`src/rtl/load_align_unit_if.sv`:
```
// Load request, data-memory read port and load response bundle.
// master drives requests/memory returns; slave is the load unit.
interface load_align_unit_if #(
   parameter int XLEN   = 32,
   parameter int ADDR_W = 32
);
   logic              reqValid;
   logic              reqReady;
   logic [2:0]        funct3;
   logic [ADDR_W-1:0] addr;
   logic              memReq;
   logic [ADDR_W-1:0] memAddr;
   logic              memAck;
   logic [XLEN-1:0]   memRdata;
   logic              rspValid;
   logic [XLEN-1:0]   rspData;
   logic              rspMisalign;
   logic              rspIllegal;

   modport master (
      output reqValid, funct3, addr, memAck, memRdata,
      input  reqReady, memReq, memAddr,
      input  rspValid, rspData, rspMisalign, rspIllegal
   );

   modport slave (
      input  reqValid, funct3, addr, memAck, memRdata,
      output reqReady, memReq, memAddr,
      output rspValid, rspData, rspMisalign, rspIllegal
   );
endinterface

```
`src/rtl/load_align_unit.sv`:
```
// Multi-cycle load formatter: aligned beat read(s), merge, extend.
// Optional MISALIGN_SPLIT_EN: split misaligned loads into two beats.
module load_align_unit #(
   parameter int XLEN   = 32,
   parameter int ADDR_W = 32
) (
   input logic             clk,
   input logic             reset,
   load_align_unit_if.slave bus
);
   localparam int NB = XLEN / 8;
   localparam int OW = $clog2(NB);
   localparam int SW = $clog2(XLEN) + 1;

   typedef enum logic [1:0] {IDLE, BEAT0, BEAT1, RESP} state_t;

   state_t            r_state;
   state_t            w_next;
   logic [2:0]        r_f3;
   logic [OW-1:0]     r_off;
   logic [XLEN-1:0]   r_beat0;
   logic [ADDR_W-1:0] r_memAddr;
   logic [XLEN-1:0]   r_rspData;
   logic              r_mis;
   logic              r_ill;

   function automatic logic [3:0] size_of(input logic [2:0] f3);
      case (f3[1:0])
         2'b00:   return 4'd1;
         2'b01:   return 4'd2;
         2'b10:   return 4'd4;
         default: return 4'd8;
      endcase
   endfunction

   function automatic logic legal_f3(input logic [2:0] f3);
      case (f3)
         3'b000, 3'b001, 3'b010,
         3'b100, 3'b101:  return 1'b1;
         3'b011, 3'b110:  return (XLEN == 64);
         default:         return 1'b0;
      endcase
   endfunction

   logic          w_accept;
   logic          w_in_legal;
   logic          w_in_bad_mis;
   logic [3:0]    w_size;
   logic          w_split;

   assign w_accept   = bus.reqValid && (r_state == IDLE);
   assign w_in_legal = legal_f3(bus.funct3);
   assign w_size     = size_of(r_f3);

`ifdef MISALIGN_SPLIT_EN
   assign w_in_bad_mis = 1'b0;
   assign w_split = ({1'b0, 4'(r_off)} + {1'b0, w_size}) > 5'(NB);
`else
   logic [3:0] w_in_size;
   assign w_in_size    = size_of(bus.funct3);
   assign w_in_bad_mis = (4'(bus.addr[OW-1:0]) & (w_in_size - 4'd1)) != 4'd0;
   assign w_split      = 1'b0;
`endif

   // Merge the two beats, drop the low offset bytes, then extend.
   logic [XLEN-1:0]        w_lo;
   logic [XLEN-1:0]        w_hi;
   logic [XLEN-1:0]        w_low;
   logic [SW-1:0]          w_sa;
   logic [XLEN-1:0]        w_up;
   logic signed [XLEN-1:0] w_ups;
   logic [XLEN-1:0]        w_sext;
   logic [XLEN-1:0]        w_zext;
   logic [XLEN-1:0]        w_ext;

   assign w_lo   = (r_state == BEAT0) ? bus.memRdata : r_beat0;
   assign w_hi   = (r_state == BEAT1) ? bus.memRdata : '0;
   assign w_low  = XLEN'({w_hi, w_lo} >> {r_off, 3'b000});
   assign w_sa   = SW'(XLEN) - SW'({w_size, 3'b000});
   assign w_up   = w_low << w_sa;
   assign w_ups  = w_up;
   assign w_sext = w_ups >>> w_sa;
   assign w_zext = w_up >> w_sa;
   assign w_ext  = r_f3[2] ? w_zext : w_sext;

   always_comb begin
      w_next = r_state;
      case (r_state)
         IDLE: begin
            if (bus.reqValid) begin
               if (!w_in_legal || w_in_bad_mis) w_next = RESP;
               else                             w_next = BEAT0;
            end
         end
         BEAT0: if (bus.memAck) w_next = w_split ? BEAT1 : RESP;
         BEAT1: if (bus.memAck) w_next = RESP;
         RESP:  w_next = IDLE;
         default: w_next = IDLE;
      endcase
   end

   always_ff @(posedge clk) begin
      if (reset) begin
         r_state   <= IDLE;
         r_f3      <= '0;
         r_off     <= '0;
         r_beat0   <= '0;
         r_memAddr <= '0;
         r_rspData <= '0;
         r_mis     <= 1'b0;
         r_ill     <= 1'b0;
      end else begin
         r_state   <= w_next;
         r_rspData <= '0;
         r_mis     <= 1'b0;
         r_ill     <= 1'b0;
         if (w_accept) begin
            r_f3      <= bus.funct3;
            r_off     <= bus.addr[OW-1:0];
            r_memAddr <= bus.addr & ~ADDR_W'(NB - 1);
            r_ill     <= !w_in_legal;
            r_mis     <= w_in_legal && w_in_bad_mis;
         end
         if (r_state == BEAT0 && bus.memAck) begin
            r_beat0 <= bus.memRdata;
            if (w_split) r_memAddr <= r_memAddr + ADDR_W'(NB);
            else         r_rspData <= w_ext;
         end
         if (r_state == BEAT1 && bus.memAck) r_rspData <= w_ext;
      end
   end

   assign bus.reqReady    = (r_state == IDLE);
   assign bus.memReq      = (r_state == BEAT0) || (r_state == BEAT1);
   assign bus.memAddr     = r_memAddr;
   assign bus.rspValid    = (r_state == RESP);
   assign bus.rspData     = r_rspData;
   assign bus.rspMisalign = r_mis;
   assign bus.rspIllegal  = r_ill;
endmodule

```
`src/flat_wrapper.sv`:
```
// flat-port wrapper written by rule: the top's interface ports become plain ports
module load_align_unit_flat 
#(
   parameter int XLEN   = 32,
   parameter int ADDR_W = 32
)
  (clk, reset, bus_reqValid, bus_funct3, bus_addr, bus_memAck, bus_memRdata, bus_reqReady, bus_memReq, bus_memAddr, bus_rspValid, bus_rspData, bus_rspMisalign, bus_rspIllegal);
  load_align_unit_if #(.XLEN(XLEN), .ADDR_W(ADDR_W)) bus_i ();
  input logic clk;
  input logic reset;
  input wire logic [$bits(bus_i.reqValid)-1:0] bus_reqValid;
  input wire logic [$bits(bus_i.funct3)-1:0] bus_funct3;
  input wire logic [$bits(bus_i.addr)-1:0] bus_addr;
  input wire logic [$bits(bus_i.memAck)-1:0] bus_memAck;
  input wire logic [$bits(bus_i.memRdata)-1:0] bus_memRdata;
  output wire logic [$bits(bus_i.reqReady)-1:0] bus_reqReady;
  output wire logic [$bits(bus_i.memReq)-1:0] bus_memReq;
  output wire logic [$bits(bus_i.memAddr)-1:0] bus_memAddr;
  output wire logic [$bits(bus_i.rspValid)-1:0] bus_rspValid;
  output wire logic [$bits(bus_i.rspData)-1:0] bus_rspData;
  output wire logic [$bits(bus_i.rspMisalign)-1:0] bus_rspMisalign;
  output wire logic [$bits(bus_i.rspIllegal)-1:0] bus_rspIllegal;
  assign bus_i.reqValid = bus_reqValid;
  assign bus_i.funct3 = bus_funct3;
  assign bus_i.addr = bus_addr;
  assign bus_i.memAck = bus_memAck;
  assign bus_i.memRdata = bus_memRdata;
  assign bus_reqReady = bus_i.reqReady;
  assign bus_memReq = bus_i.memReq;
  assign bus_memAddr = bus_i.memAddr;
  assign bus_rspValid = bus_i.rspValid;
  assign bus_rspData = bus_i.rspData;
  assign bus_rspMisalign = bus_i.rspMisalign;
  assign bus_rspIllegal = bus_i.rspIllegal;
  load_align_unit #(.XLEN(XLEN), .ADDR_W(ADDR_W)) u_core (.clk(clk), .reset(reset), .bus(bus_i));
endmodule
```
`config.mk`:
```
export PLATFORM = sky130hd
export DESIGN_NAME = load_align_unit_flat
export DESIGN_NICKNAME = d
export VERILOG_FILES = /design/src/rtl/load_align_unit_if.sv /design/src/rtl/load_align_unit.sv /design/src/flat_wrapper.sv
export SDC_FILE = /design/constraint.sdc
export NUM_CORES = 1
export LEC_CHECK = 0
export CORE_ASPECT_RATIO = 0.75
export CORE_MARGIN = 2
export CORE_UTILIZATION = 46
export CTS_BUF_LIST = sky130_fd_sc_hd__clkbuf_8
export CTS_CLUSTER_SIZE = 14
export DETAILED_ROUTE_END_ITERATION = 12
export DONT_BUFFER_PORTS = 1
export PLACE_DENSITY = 0.61
export SLEW_MARGIN = 30
export SYNTH_ARGS = -nofsm -noshare
export SYNTH_HDL_FRONTEND = slang
export SYNTH_SLANG_ARGS = --single-unit
```
`constraint.sdc`:
```
create_clock -name clk -period 2.7 [get_ports clk]
set_input_delay 0.54 -clock clk [delete_from_list [all_inputs] [get_ports clk]]
set_output_delay 0.54 -clock clk [all_outputs]
set_load 0.005 [all_outputs]
```
==> results.yml, run 1 <==
floorplanning:
  core_area_mm2: 0.0103
  rows: 32
  fp.dieW_um: 123
  die-area_mm2: 0.0115
  die_y_um: 93.3
  initial_utilization_pct: 47.4
  ios: 140
timing:
  hold_viol: 0
  fmax_mhz: 444
  finalClockSkew_ns: 0.00968
  finalSetupTns_ns: 0
  rsz0062_at_grt: "no"
  final_max_slew_viol_count: 0
  finalCritPeriodShare_pct: 83.5
  setup_violations: 0
  max_slew_margin_pct: 49.7
  whs_ns: 0.215
  tightest_slew_ns: 0.753
  finalCriticalPeriod_ns: 2.25
place:
  finalWeightedCongestion: 0.849
  hpwl_um: 9500
  io_buffers: 0
power_and_ir_drop:
  power_frac_seq_pct: 43.8
  powerDensity_mw_per_mm2: 840
  ir_drop_v: 0.000309
  leakagePower_nw: 1.89
  pwr-share-clk_pct: 21.3
  combPwrFrac_pct: 34.9
  p_switching_mw: 1.58
  netSwitchingFraction_pct: 36.6
  internal-power_mw: 2.74
synthesis:
  ys.flop_type: "dfxtp_1"
  synthTopCellsByArea: "dfxtp_1 (42%), nand2_1 (12%), a21oi_1 (8.0%)"
  yosysTopAreaCell: "dfxtp_1"
  ys_ff_latch: 103
  syn_area_per_cell_um2: 8.25
  synth.distinct_cells: 48
  ys_seq_area_share_pct: 42.1
  synth-edff-count: 0
  syn_area_mm2: 0.00489
  syn_inst: 593
  synth_top_area_share_pct: 42.1
  synthArstFlopShare_pct: 0
  ys_warn_count: 0
worst_setup_path:
  path_max_fanout: 10
  startpoint_type: "flip-flop"
  r2r_cells: 7
  ff2ff_setup_slack_ns: 0.45
  r2r-start: "u_core.r_state[0]"
  cp_data_arrival_time_ns: 2.51
  reg2reg_to: "u_core.bus.rspData[27]"
  endpoint_kind: "flip-flop"
  worstSetupPathType: "flip-flop to flip-flop"
  worstPathRequired_ns: 2.96
global_routing:
  antenna_found_initial: 0
  busiest_layer: "met1"
  grt-ovfl-total: 0
  gr-usage-met2_pct: 32.1
  grt_usage_pct: 23.5
  grt_max_degree: 72
  grt_pass1_wl_um: 20500
  grt_pass1_vias: 3626
  grtUsageMet1_pct: 34.6
  use_met3_pct: 9.57
final_layout:
  utilization_pct: 49.7
  num-nets-final: 650
  final_cell_mix: "nand2_1 (159), dfxtp_1 (102), a21oi_1 (78)"
  n_antenna_cell: 0
  areaGrowthSynthToFinish_pct: 4.86
  drive_above_1_share_pct: 11.1
  layout_commonest_cell: "nand2_1"
min_path:
  min_path_cells: 1
  hold_end: "u_core.bus.memAddr[26]"
  hp-class: "input pin to flip-flop"
  hold_start: "reset"
routing:
  drtPass1Iterations: 5
  drcViolationCount: 0
  postRouteAntennaNets: 0
  wl_um: 13200
  vias: 3983
  drtIter0Drc: 413
  wl_per_cell_um: 18.4
  viasPerCell: 5.58
cts:
  cts-root-buf: "clkbuf_8"
  cts_resized: 0
  cts_buffer_depth: 2
  cts_buffers: 9
  hold_buffers: 0
  tritoncts: "done"
  htreeDepth: 3
  cts.clk_slew.worst_paths_ns: 0.10
  clk_latency_ns: 0.38
  clock-sinks: 103
  post-cts-setup-buffers: 0
job:
  maxCapViolCount: 0
run_status:
  status: "complete, no violations"
[kinds of logic (layout without fill, tap and decap cells)]
group	after synthesis	in the layout	synth area share (%)
other	1	2	0.0766
AO/OA/AOI/OAI	155	155	18.6
multiplexers	59	59	14.3
buffers and inverters	59	43	5.60
flip-flops	103	103	42.1
adder cells (fa/ha/maj)	6	6	1.53
AND/OR/NAND/NOR	210	210	17.7
[metal layers]
metal | vias to the layer above | share of wire, %
li1 | 1972 | -
met1 | 1830 | 46
met2 | 170 | 41
met3 | 11 | 12
met4 | 0 | 1.1
met5 | - | 0
[power groups by stage]
stage | combinational (mW) | clock (mW) | sequential [mW]
3_5_place_dp | 1.48 | 0 | 1.92
2_1_floorplan | 1.24 | 0 | 1.86
6_report | 1.51 | 0.918 | 1.89
5_1_grt | 1.66 | 1.01 | 1.91
4_1_cts | 1.49 | 0.953 | 1.89
3_3_place_gp | 1.46 | 0 | 1.92
[layout make-up]
type / count / area, um^2
fill: 1003 / 5200
inverter: 14 / 52.6
timing repair buffer: 13 / 97.6
clock buffer: 11 / 151
tap: 136 / 170
multi-input combinational: 432 / 2560
clock inverter: 5 / 32.5
sequential: 103 / 2060
[state kept, by name, summed over array words and instances, names as in the netlist]
name,cells
u_core.bus.rspData,32
u_core.r_beat0,32
u_core.bus.memAddr,30
u_core.r_f3,3
u_core.r_off,2
u_core.r_state,2
u_core.bus.rspIllegal,1
u_core.bus.rspMisalign,1
[cells in the mapped netlist, types with 5 or more instances]
cell      number
nand2_1      159
o21ai_0       25
nor2b_1        7
a21oi_1       78
mux2_2        17
dfxtp_1      103
clkbuf_1      30
mux2i_1       33
inv_1         13
o22ai_1       11
a21o_1        11
nor2_1        23
mux4_2         6
a31oi_1        5
ha_1           6
buf_2          6
a211oi_1       5
[worst max-delay path by stage]
stage / startpoint / end / depth (start not counted)
2_1_floorplan: u_core.r_state[1] / u_core.bus.rspData[23] / 9
3_3_place_gp: u_core.r_state[0] / u_core.bus.rspData[27] / 7
3_5_place_dp: u_core.r_state[0] / u_core.bus.rspData[27] / 7
4_1_cts: u_core.r_state[0] / u_core.bus.rspData[27] / 7
5_1_grt: u_core.r_state[0] / u_core.bus.rspData[29] / 7
6_report: u_core.r_state[0] / u_core.bus.rspData[27] / 7
[critical path, cell delays in order (launching register included)]
cell and delay (ns):
dfxtp_1 0.42, inv_1 0.11, ha_1 0.41, and2_1 0.29, o221ai_1 0.18, nor2_1 0.11
o31ai_1 0.52, nor2_1 0.10
[stage by stage]
stage               std cells  setup WS (ns)  total power, mW  area (um^2)
floorplan                 594          0.728             3.10         4900
global placement          698          0.539             3.38         4950
detailed placement        698          0.488             3.41         4950
CTS                       714          0.462             4.33         5130
global route              714          0.227             4.58         5130
finish                    714          0.446             4.31         5130
Power figures use the tool's default switching activity.
==> inputs of run 2 (changes only) <==
PLACE_DENSITY = 0.63   (was 0.61)
clock period = 2 ns   (was 2.7 ns; I/O delays follow)
==> run 2 against run 1 <==
  * Clock skew rose by 0.013 ns
  * Hold slack got worse by 0.16 ns
  * Power rose by 41%
  * Final cell count rose by 1.7%
  * Non-clock buffer count rose by 12
  * Design area rose by 4.0%
  * Critical path depth fell by 1
  * Sequential power rose by 34%
  * Die area did not move
==> results.yml, run 2 (synthesis gave the netlist of run 1 again) <==
floorplanning:
  rows: 32
  die-area_mm2: 0.0115
  die_y_um: 93.3
  ios: 140
  initial_utilization_pct: 47.4
  core_area_mm2: 0.0103
  fp.dieW_um: 123
min_path:
  hp-class: "input pin to flip-flop"
  hold_end: "u_core.bus.memAddr[3]"
  min_path_cells: 1
  hold_start: "reset"
routing:
  drtPass1Iterations: 5
  drcViolationCount: 0
  wl_per_cell_um: 17.9
  drtIter0Drc: 383
  wl_um: 13000
  vias: 4074
  viasPerCell: 5.61
  postRouteAntennaNets: 0
worst_setup_path:
  critical-path-top-delay-family: "compound AO/OA/AOI/OAI gates"
  endpoint_kind: "flip-flop"
  r2r-start: "u_core.r_state[1]"
  startpoint_type: "flip-flop"
  ff2ff_setup_slack_ns: 0.04
  worstPathRequired_ns: 2.28
  reg2reg_to: "u_core.bus.rspData[6]"
  r2r_cells: 6
  path_max_fanout: 10
  cpMaxStageDelayCell: "o211ai_2"
  cp_cell_sequence: "inv_1 > ha_4 > buf_4 > o211ai_2 > a21o_1 > o21ba_2"
  cp_slowest_stage_delay_ns: 0.39
  cp_data_arrival_time_ns: 2.23
  path_buf_inv: 2
  worstSetupPathType: "flip-flop to flip-flop"
final_layout:
  fin_area_mm2: 0.00534
  num-nets-final: 662
  layout_commonest_cell: "nand2_1"
  areaGrowthSynthToFinish_pct: 9.08
  drive_above_1_share_pct: 15.1
  final_cell_mix: "nand2_1 (157), dfxtp_1 (101), a21oi_1 (78)"
  n_antenna_cell: 0
place:
  placed_area_mm2: 0.00507
  io_buffers: 0
  finalWeightedCongestion: 0.889
  hpwl_um: 9570
cts:
  cts_buffers: 9
  cts-root-buf: "clkbuf_8"
  tritoncts: "done"
  clock-sinks: 103
  hold_buffers: 0
  post-cts-setup-buffers: 0
  clk_latency_ns: 0.39
  cts_buffer_depth: 2
  htreeDepth: 3
  cts_resized: 1
  cts.clk_slew.worst_paths_ns: 0.12
power_and_ir_drop:
  power_mw: 6.10
  powerDensity_mw_per_mm2: 1140
  netSwitchingFraction_pct: 37.2
  internal-power_mw: 3.83
  leakagePower_nw: 1.97
  combPwrFrac_pct: 37.9
  power_frac_seq_pct: 41.4
  pwr-share-clk_pct: 20.7
  ir_drop_v: 0.000524
  p_switching_mw: 2.27
timing:
  setup_violations: 0
  hold_viol: 0
  finalCriticalPeriod_ns: 1.96
  whs_ns: 0.0545
  finalCritPeriodShare_pct: 97.8
  finalClockSkew_ns: 0.0228
  finalSetupTns_ns: 0
  final_max_slew_viol_count: 0
  fmax_mhz: 511
run_status:
  status: "complete, no violations"
global_routing:
  grt-ovfl-total: 0
  grt_pass1_wl_um: 20200
  grt_usage_pct: 22.9
  grt_max_degree: 72
  antenna_found_initial: 0
  grt_pass1_vias: 3749
job:
  maxCapViolCount: 0
-- run 2: layout make-up --
class                   count  area [um^2]
repair buffers             25          233
clock inverters             7         63.8
fillers                   973         4990
inverters                  14         52.6
multi-input cells         432         2630
flip-flops and latches    103         2060
clock buffers               9          124
well taps                 136          170
-- run 2: how the worst max path moves through the flow --
stage	startpoint	endpoint	slack, ns	depth (start not counted)
finish	u_core.r_state[1]	u_core.bus.rspData[6]	0.04	6
global route	u_core.r_state[1]	u_core.bus.rspData[30]	-0.02	8
CTS	u_core.r_state[0]	u_core.bus.rspData[25]	0.008	8
detailed placement	u_core.r_state[1]	u_core.bus.rspData[29]	0.01	7
global placement	u_core.r_state[1]	u_core.bus.rspData[28]	0.05	7
floorplan	u_core.r_state[1]	u_core.bus.rspData[23]	0.03	9
-- run 2: per-stage QoR --
stage	setup WS, ns	util, %	cells
detailed placement	0.0104	49.1	710
CTS	0.00779	51.0	726
floorplan	0.0278	-	594
finish	0.0431	51.7	726
global route	-0.0165	51.7	726
global placement	0.0470	49.1	710
-- run 2: power groups by stage --
stage	clock, mW	combinational [mW]	sequential [mW]
2_1_floorplan	0	1.68	2.51
3_3_place_gp	0	2.15	2.56
3_5_place_dp	0	2.18	2.57
4_1_cts	1.30	2.21	2.52
5_1_grt	1.37	2.53	2.56
6_report	1.26	2.31	2.53
-- run 2: layer usage --
metal	share of wire (%)	GRT usage [%]	vias up
li1	-	-	1998
met1	47	33.1	1886
met2	41	31.4	168
met3	10	8.17	22
met4	1.8	6.91	0
met5	0	0	-
